===== config.mk =====
export PLATFORM = sky130hd
export DESIGN_NAME = shifter_control_fsm_flat
export DESIGN_NICKNAME = d
export VERILOG_FILES = /design/src/rtl/shifter_control_fsm_if.sv /design/src/rtl/shifter_control_fsm.sv /design/src/flat_wrapper.sv
export SDC_FILE = /design/constraint.sdc
export NUM_CORES = 1
export LEC_CHECK = 0
export BUFFER_PORTS_ARGS = -buffer_cell sky130_fd_sc_hd__buf_4
export CORE_AREA = 2 2 39 41
export CTS_CLUSTER_SIZE = 30
export DETAILED_ROUTE_END_ITERATION = 10
export DIE_AREA = 0 0 41 43
export PLACE_DENSITY = 0.72
export SYNTH_ARGS = -nofsm -noshare
export SYNTH_HDL_FRONTEND = slang
export SYNTH_SLANG_ARGS = --single-unit

===== constraint.sdc =====
create_clock -name clk -period 1.91 [get_ports clk]
set_input_delay 0.0955 -clock clk [delete_from_list [all_inputs] [get_ports clk]]
set_output_delay 0.0955 -clock clk [all_outputs]
set_load 0.005 [all_outputs]

===== src/rtl/shifter_control_fsm_if.sv =====
// Handshake and shifter-control bundle between the issuing logic, the
// sequencing controller and the 8-bit parallel-load shifter.
interface shifter_control_fsm_if #(
    parameter int BUS_WIDTH = 8,
    parameter int CNT_WIDTH = 4
);
    logic                 start_i;
    logic                 dir_i;
    logic                 fill_i;
    logic [CNT_WIDTH-1:0] shifts_i;
    logic [BUS_WIDTH-1:0] q_i;
    logic                 select1_o;
    logic                 select2_o;
    logic                 dataR_o;
    logic                 dataL_o;
    logic                 serial_o;
    logic                 serial_valid_o;
    logic                 busy_o;
    logic                 done_o;

    modport master (
        output start_i, dir_i, fill_i, shifts_i, q_i,
        input  select1_o, select2_o, dataR_o, dataL_o,
        input  serial_o, serial_valid_o, busy_o, done_o
    );

    modport slave (
        input  start_i, dir_i, fill_i, shifts_i, q_i,
        output select1_o, select2_o, dataR_o, dataL_o,
        output serial_o, serial_valid_o, busy_o, done_o
    );
endinterface


===== src/rtl/shifter_control_fsm.sv =====
// Load-then-shift sequencer for the parallel-load shifter; serializes the
// bit leaving the shifter each shift cycle with a start/busy/done handshake.
module shifter_control_fsm #(
    parameter int BUS_WIDTH = 8,
    parameter int CNT_WIDTH = 4
) (
    input  logic                  clk,
    input  logic                  rst_n,
    shifter_control_fsm_if.slave  bus
);

    typedef enum logic [1:0] {
        ST_IDLE  = 2'd0,
        ST_LOAD  = 2'd1,
        ST_SHIFT = 2'd2,
        ST_DONE  = 2'd3
    } state_t;

    localparam logic [CNT_WIDTH-1:0] MAX_CNT  = CNT_WIDTH'(BUS_WIDTH);
    localparam logic [CNT_WIDTH-1:0] ONE_CNT  = CNT_WIDTH'(1);
    localparam logic [CNT_WIDTH-1:0] ZERO_CNT = {CNT_WIDTH{1'b0}};

    state_t               state_q, state_d;
    logic                 dir_q,   dir_d;
    logic                 fill_q,  fill_d;
    logic [CNT_WIDTH-1:0] count_q, count_d;

    // Requests longer than the shifter would only push fill bits out again.
    function automatic logic [CNT_WIDTH-1:0] sat_count(input logic [CNT_WIDTH-1:0] n);
        if (n > MAX_CNT) begin
            return MAX_CNT;
        end else begin
            return n;
        end
    endfunction

    // State and captured-parameter registers.
    always_ff @(posedge clk or negedge rst_n) begin
        if (!rst_n) begin
            state_q <= ST_IDLE;
            dir_q   <= 1'b0;
            fill_q  <= 1'b0;
            count_q <= ZERO_CNT;
        end else begin
            state_q <= state_d;
            dir_q   <= dir_d;
            fill_q  <= fill_d;
            count_q <= count_d;
        end
    end

    // Next-state logic; parameters are latched only when leaving IDLE.
    always_comb begin
        state_d = state_q;
        dir_d   = dir_q;
        fill_d  = fill_q;
        count_d = count_q;
        case (state_q)
            ST_IDLE: begin
                if (bus.start_i) begin
                    dir_d   = bus.dir_i;
                    fill_d  = bus.fill_i;
                    count_d = sat_count(bus.shifts_i);
                    state_d = ST_LOAD;
                end else begin
                    state_d = ST_IDLE;
                end
            end
            ST_LOAD: begin
                if (count_q != ZERO_CNT) begin
                    state_d = ST_SHIFT;
                end else begin
                    state_d = ST_DONE;
                end
            end
            ST_SHIFT: begin
                count_d = count_q - ONE_CNT;
                // A zero count here is unreachable; leave rather than wrap.
                if (count_q <= ONE_CNT) begin
                    state_d = ST_DONE;
                end else begin
                    state_d = ST_SHIFT;
                end
            end
            ST_DONE: begin
                state_d = ST_IDLE;
            end
            default: begin
                state_d = ST_IDLE;
            end
        endcase
    end

    // Output decode from registered state only; q_i feeds serial_o directly.
    always_comb begin
        bus.select1_o      = 1'b0;
        bus.select2_o      = 1'b0;
        bus.busy_o         = 1'b0;
        bus.done_o         = 1'b0;
        bus.serial_valid_o = 1'b0;
        bus.serial_o       = 1'b0;
        bus.dataR_o        = fill_q;
        bus.dataL_o        = fill_q;
        case (state_q)
            ST_IDLE: begin
                bus.busy_o = 1'b0;
            end
            ST_LOAD: begin
                bus.select2_o = 1'b1;
                bus.busy_o    = 1'b1;
            end
            ST_SHIFT: begin
                bus.select1_o      = 1'b1;
                bus.select2_o      = dir_q;
                bus.busy_o         = 1'b1;
                bus.serial_valid_o = 1'b1;
                if (dir_q) begin
                    bus.serial_o = bus.q_i[0];
                end else begin
                    bus.serial_o = bus.q_i[BUS_WIDTH-1];
                end
            end
            ST_DONE: begin
                bus.busy_o = 1'b1;
                bus.done_o = 1'b1;
            end
            default: begin
                bus.busy_o = 1'b0;
            end
        endcase
    end

endmodule


===== src/flat_wrapper.sv =====
// flat-port wrapper written by rule: the top's interface ports become plain ports
module shifter_control_fsm_flat 
#(
    parameter int BUS_WIDTH = 8,
    parameter int CNT_WIDTH = 4
)
  (clk, rst_n, bus_start_i, bus_dir_i, bus_fill_i, bus_shifts_i, bus_q_i, bus_select1_o, bus_select2_o, bus_dataR_o, bus_dataL_o, bus_serial_o, bus_serial_valid_o, bus_busy_o, bus_done_o);
  shifter_control_fsm_if #(.BUS_WIDTH(BUS_WIDTH), .CNT_WIDTH(CNT_WIDTH)) bus_i ();
  input  logic clk;
  input  logic rst_n;
  input wire logic [$bits(bus_i.start_i)-1:0] bus_start_i;
  input wire logic [$bits(bus_i.dir_i)-1:0] bus_dir_i;
  input wire logic [$bits(bus_i.fill_i)-1:0] bus_fill_i;
  input wire logic [$bits(bus_i.shifts_i)-1:0] bus_shifts_i;
  input wire logic [$bits(bus_i.q_i)-1:0] bus_q_i;
  output wire logic [$bits(bus_i.select1_o)-1:0] bus_select1_o;
  output wire logic [$bits(bus_i.select2_o)-1:0] bus_select2_o;
  output wire logic [$bits(bus_i.dataR_o)-1:0] bus_dataR_o;
  output wire logic [$bits(bus_i.dataL_o)-1:0] bus_dataL_o;
  output wire logic [$bits(bus_i.serial_o)-1:0] bus_serial_o;
  output wire logic [$bits(bus_i.serial_valid_o)-1:0] bus_serial_valid_o;
  output wire logic [$bits(bus_i.busy_o)-1:0] bus_busy_o;
  output wire logic [$bits(bus_i.done_o)-1:0] bus_done_o;
  assign bus_i.start_i = bus_start_i;
  assign bus_i.dir_i = bus_dir_i;
  assign bus_i.fill_i = bus_fill_i;
  assign bus_i.shifts_i = bus_shifts_i;
  assign bus_i.q_i = bus_q_i;
  assign bus_select1_o = bus_i.select1_o;
  assign bus_select2_o = bus_i.select2_o;
  assign bus_dataR_o = bus_i.dataR_o;
  assign bus_dataL_o = bus_i.dataL_o;
  assign bus_serial_o = bus_i.serial_o;
  assign bus_serial_valid_o = bus_i.serial_valid_o;
  assign bus_busy_o = bus_i.busy_o;
  assign bus_done_o = bus_i.done_o;
  shifter_control_fsm #(.BUS_WIDTH(BUS_WIDTH), .CNT_WIDTH(CNT_WIDTH)) u_core (.clk(clk), .rst_n(rst_n), .bus(bus_i));
endmodule

==> flow_metrics.env <==
export IMPL_netSwitchingPower_mw=0.454
export IMPL_cts_root_buf="sky130_fd_sc_hd__clkbuf_4"
export IMPL_net_switching_share_of_the_total_power_pct=40.3
export IMPL_finalWirelength_um=1070
export IMPL_critPathKind="register to primary output"
export IMPL_tightest_slew_ns=0.382
export IMPL_post_synthesis_net_count=81
export IMPL_cp_data_required_time_ns=1.81
export IMPL_hpwlAfterDp_um=809
export IMPL_timing_critical_path_max_delay_family="flip-flops"
export IMPL_final_critical_path_setup_slack_ns=0.277
export IMPL_cp_data_arrival_time_ns=1.54
export IMPL_gr_total_overflow=0
export IMPL_drc_errors=0
export IMPL_post_drt_wl_per_cell_um=11.7
export IMPL_synth_edf_count=0
export IMPL_combinationalPowerShare_pct=58.2
export IMPL_track_usage_pct=14.7
export IMPL_setup_viol=0
export IMPL_htree_levels=1
export IMPL_cts_sinks=8
export IMPL_maxSlewHeadroom_pct=74.5
export IMPL_post_route_period_util_pct=85.5
export IMPL_cts_tree="yes"
export IMPL_postLayoutCellArea_um2=709
export IMPL_cts_made_buffers=3
export IMPL_synth_top_cells_by_area="sky130_fd_sc_hd__dfrtp_1 36%, sky130_fd_sc_hd__ha_1 14%, sky130_fd_sc_hd__a21oi_1 7.3%, sky130_fd_sc_hd__inv_1 4.8%, sky130_fd_sc_hd__mux2_2 4.1%"
export IMPL_ys_warnings_count=0
export IMPL_synth_commonest_cells="8 x sky130_fd_sc_hd__a21oi_1, 8 x sky130_fd_sc_hd__dfrtp_1, 7 x sky130_fd_sc_hd__inv_1"
export IMPL_largest_net_degree_at_the_start_of_global_routing=13
export IMPL_grtUsageMet2_pct=22.5
export IMPL_post_place_cells=88
export IMPL_globalplace_congestion=0.807
export IMPL_p_leak_nw=0.344
export IMPL_avgViaCountPerCell=5.22
export IMPL_boundaryPins=25
export IMPL_power_mw=1.13
export IMPL_hold_slack_ns=0.0736
export IMPL_async_reset_ff_share_pct=100
export IMPL_critPathSlowestCell="sky130_fd_sc_hd__dfrtp_1"
export IMPL_drive_gt1_share_pct=38.2
export IMPL_initial_cell_density_of_the_core_pct=39.9
export IMPL_number_of_violations_of_the_max_capacitance_limit=0
export IMPL_final_util_pct=51.3
export IMPL_crit_chain="inv_1, ha_1, inv_1, nor2_1, buf_4"
export IMPL_power_frac_clock_pct=11.7
export IMPL_unrepaired_setup_endpoints_after_global_routing="false"
export IMPL_layout_nets=101
export IMPL_cp_start_kind="register"
export IMPL_post_cts_resize_count=0
export IMPL_timing_critical_path_mode_cell="sky130_fd_sc_hd__inv_1"
export IMPL_stdcell_count=92
export IMPL_vdd_ir_drop_worst_uv=699
export IMPL_timing_critical_path_slowest_cell_delay_ns=0.40
export IMPL_synth_lib_cells_used_distinct=21
export IMPL_highest_net_fanout_along_the_worst_path=12
export IMPL_status="completed"
export IMPL_insertedDiodeCount=0
export IMPL_fp_dieH_um=43
export IMPL_pwr_density_cell_nw_per_um2=1590
export IMPL_seq_power_share_pct=30.2
export IMPL_port_buffers=18
export IMPL_netlist_instances=58
export IMPL_globalRouteMet3Util_pct=4.71
export IMPL_synth_top_area_share_pct=36.3
export IMPL_area_enclosed_by_the_die_boundary_um2=1760
export IMPL_die_width_um=41
export IMPL_global_route_wire_length_before_repair_um=1750
export IMPL_final_antenna_net_count=0
export IMPL_core_area_um2=1380
export IMPL_globalRouteMet1Util_pct=17.4
export IMPL_dpl_worst_slack_ns=0.331
export IMPL_synthDominantAreaCellType="sky130_fd_sc_hd__dfrtp_1"
export IMPL_num_vias=480
export IMPL_mappedNetlistArea_um2=552
export IMPL_clock_insertion_delay_worst_skew_ns=0.26
export IMPL_final_hold_viol_count=0
export IMPL_clock_skew_ns=0.00609
export IMPL_grt_pass1_vias=428
export IMPL_setup_tns_ns=0
export IMPL_final_max_slew_violation_count=0
export IMPL_syn_avg_cell_area_um2=9.51
export IMPL_core_rowCount=14
export IMPL_period_needed_ns=1.63
export IMPL_hold_crit_class="primary input to register"
export IMPL_cp_num_buf_inv=3
export IMPL_dpl_instance_area_um2=677
export IMPL_area_delta_synth_final_pct=28.6
export IMPL_worstSetupEndpointType="primary output"
export IMPL_power_report_internal_total_mw=0.673
export IMPL_dr_first_iter_drc_count=4
export IMPL_fmaxAchievable_mhz=612
export IMPL_antenna_found_initial=0
export IMPL_drt_pass1_iterations=4
export IMPL_busiest_layer="met2"
export IMPL_path_clk_slew_ns=0.06
export IMPL_sequential_share_of_the_synthesized_area_pct=36.3
export IMPL_predominant_post_synthesis_flop_cell="sky130_fd_sc_hd__dfrtp_1"
export IMPL_synth_seq_cells=8
export IMPL_cts_root_to_sink_buffers=2
area by class of cell:
type	instances	area, um2
Clock buffer	3	22.5
Sequential cell	8	200
Fill cell	142	674
Timing Repair Buffer	19	145
Tap cell	16	20.0
Inverter	7	26.3
Multi-Input combinational cell	39	295
what timing repair did:
action	in CTS	in global routing
hold buffers	1	0
buffers inserted	0	0
hold endpoints to repair	8	0
registers in the layout, indices dropped and copies added, names as in the netlist:
| name | cells |
|---|---|
| u_core.bus.dataL_o | 1 |
| u_core.count_q | 4 |
| u_core.dir_q | 1 |
| u_core.state_q | 2 |
final timing paths:
check,cells after the start,from,slack [ns],end
min reg2reg,1,u_core.bus.dataL_o,0.54,u_core.bus.dataL_o
min,2,bus_dir_i,0.07,u_core.dir_q
max in group asynchronous,2,rst_n,1.58,u_core.bus.dataL_o
max reg2reg,6,u_core.state_q[0],0.34,u_core.count_q[2]
max,5,u_core.state_q[0],0.28,bus_serial_o
min in group asynchronous,2,rst_n,0.19,u_core.state_q[0]
cells in the final DEF, fill, tap and decap left out, drive strengths merged, types with 2 or more instances in the layout:
cell    netlist  routed
buf           3      18
a21oi         8       8
dfrtp         8       8
inv           7       7
ha            6       6
o21ai         5       5
nor2b         3       3
o22ai         3       3
clkbuf        1       3
nor3          2       2
nand3         2       2
o22a          2       2
mux2          2       2
routing by layer:
layer,vias to the layer above,share of wire [%]
met2,13,51
li1,237,-
met4,0,0
met5,-,0
met1,230,44
met3,0,5.3
cell families (layout without fill, tap and decap cells):
group / count (synthesis) / in the layout / synth area share (%)
compound gates: 19 / 19 / 21.5
simple gates: 11 / 11 / 12.5
buf+inv: 11 / 29 / 10.2
flops: 8 / 8 / 36.3
fa+ha+maj: 6 / 6 / 13.6
mux: 3 / 3 / 5.90
power groups by stage:
stage,sequential [mW],combinational [mW],clock [mW]
final,0.340,0.655,0.132
after global routing,0.347,0.742,0.145
after CTS,0.338,0.663,0.137
after detailed placement,0.341,0.658,0
after global placement,0.337,0.643,0
after floorplan,0.322,0.488,0
Power figures use the tool's default switching activity.
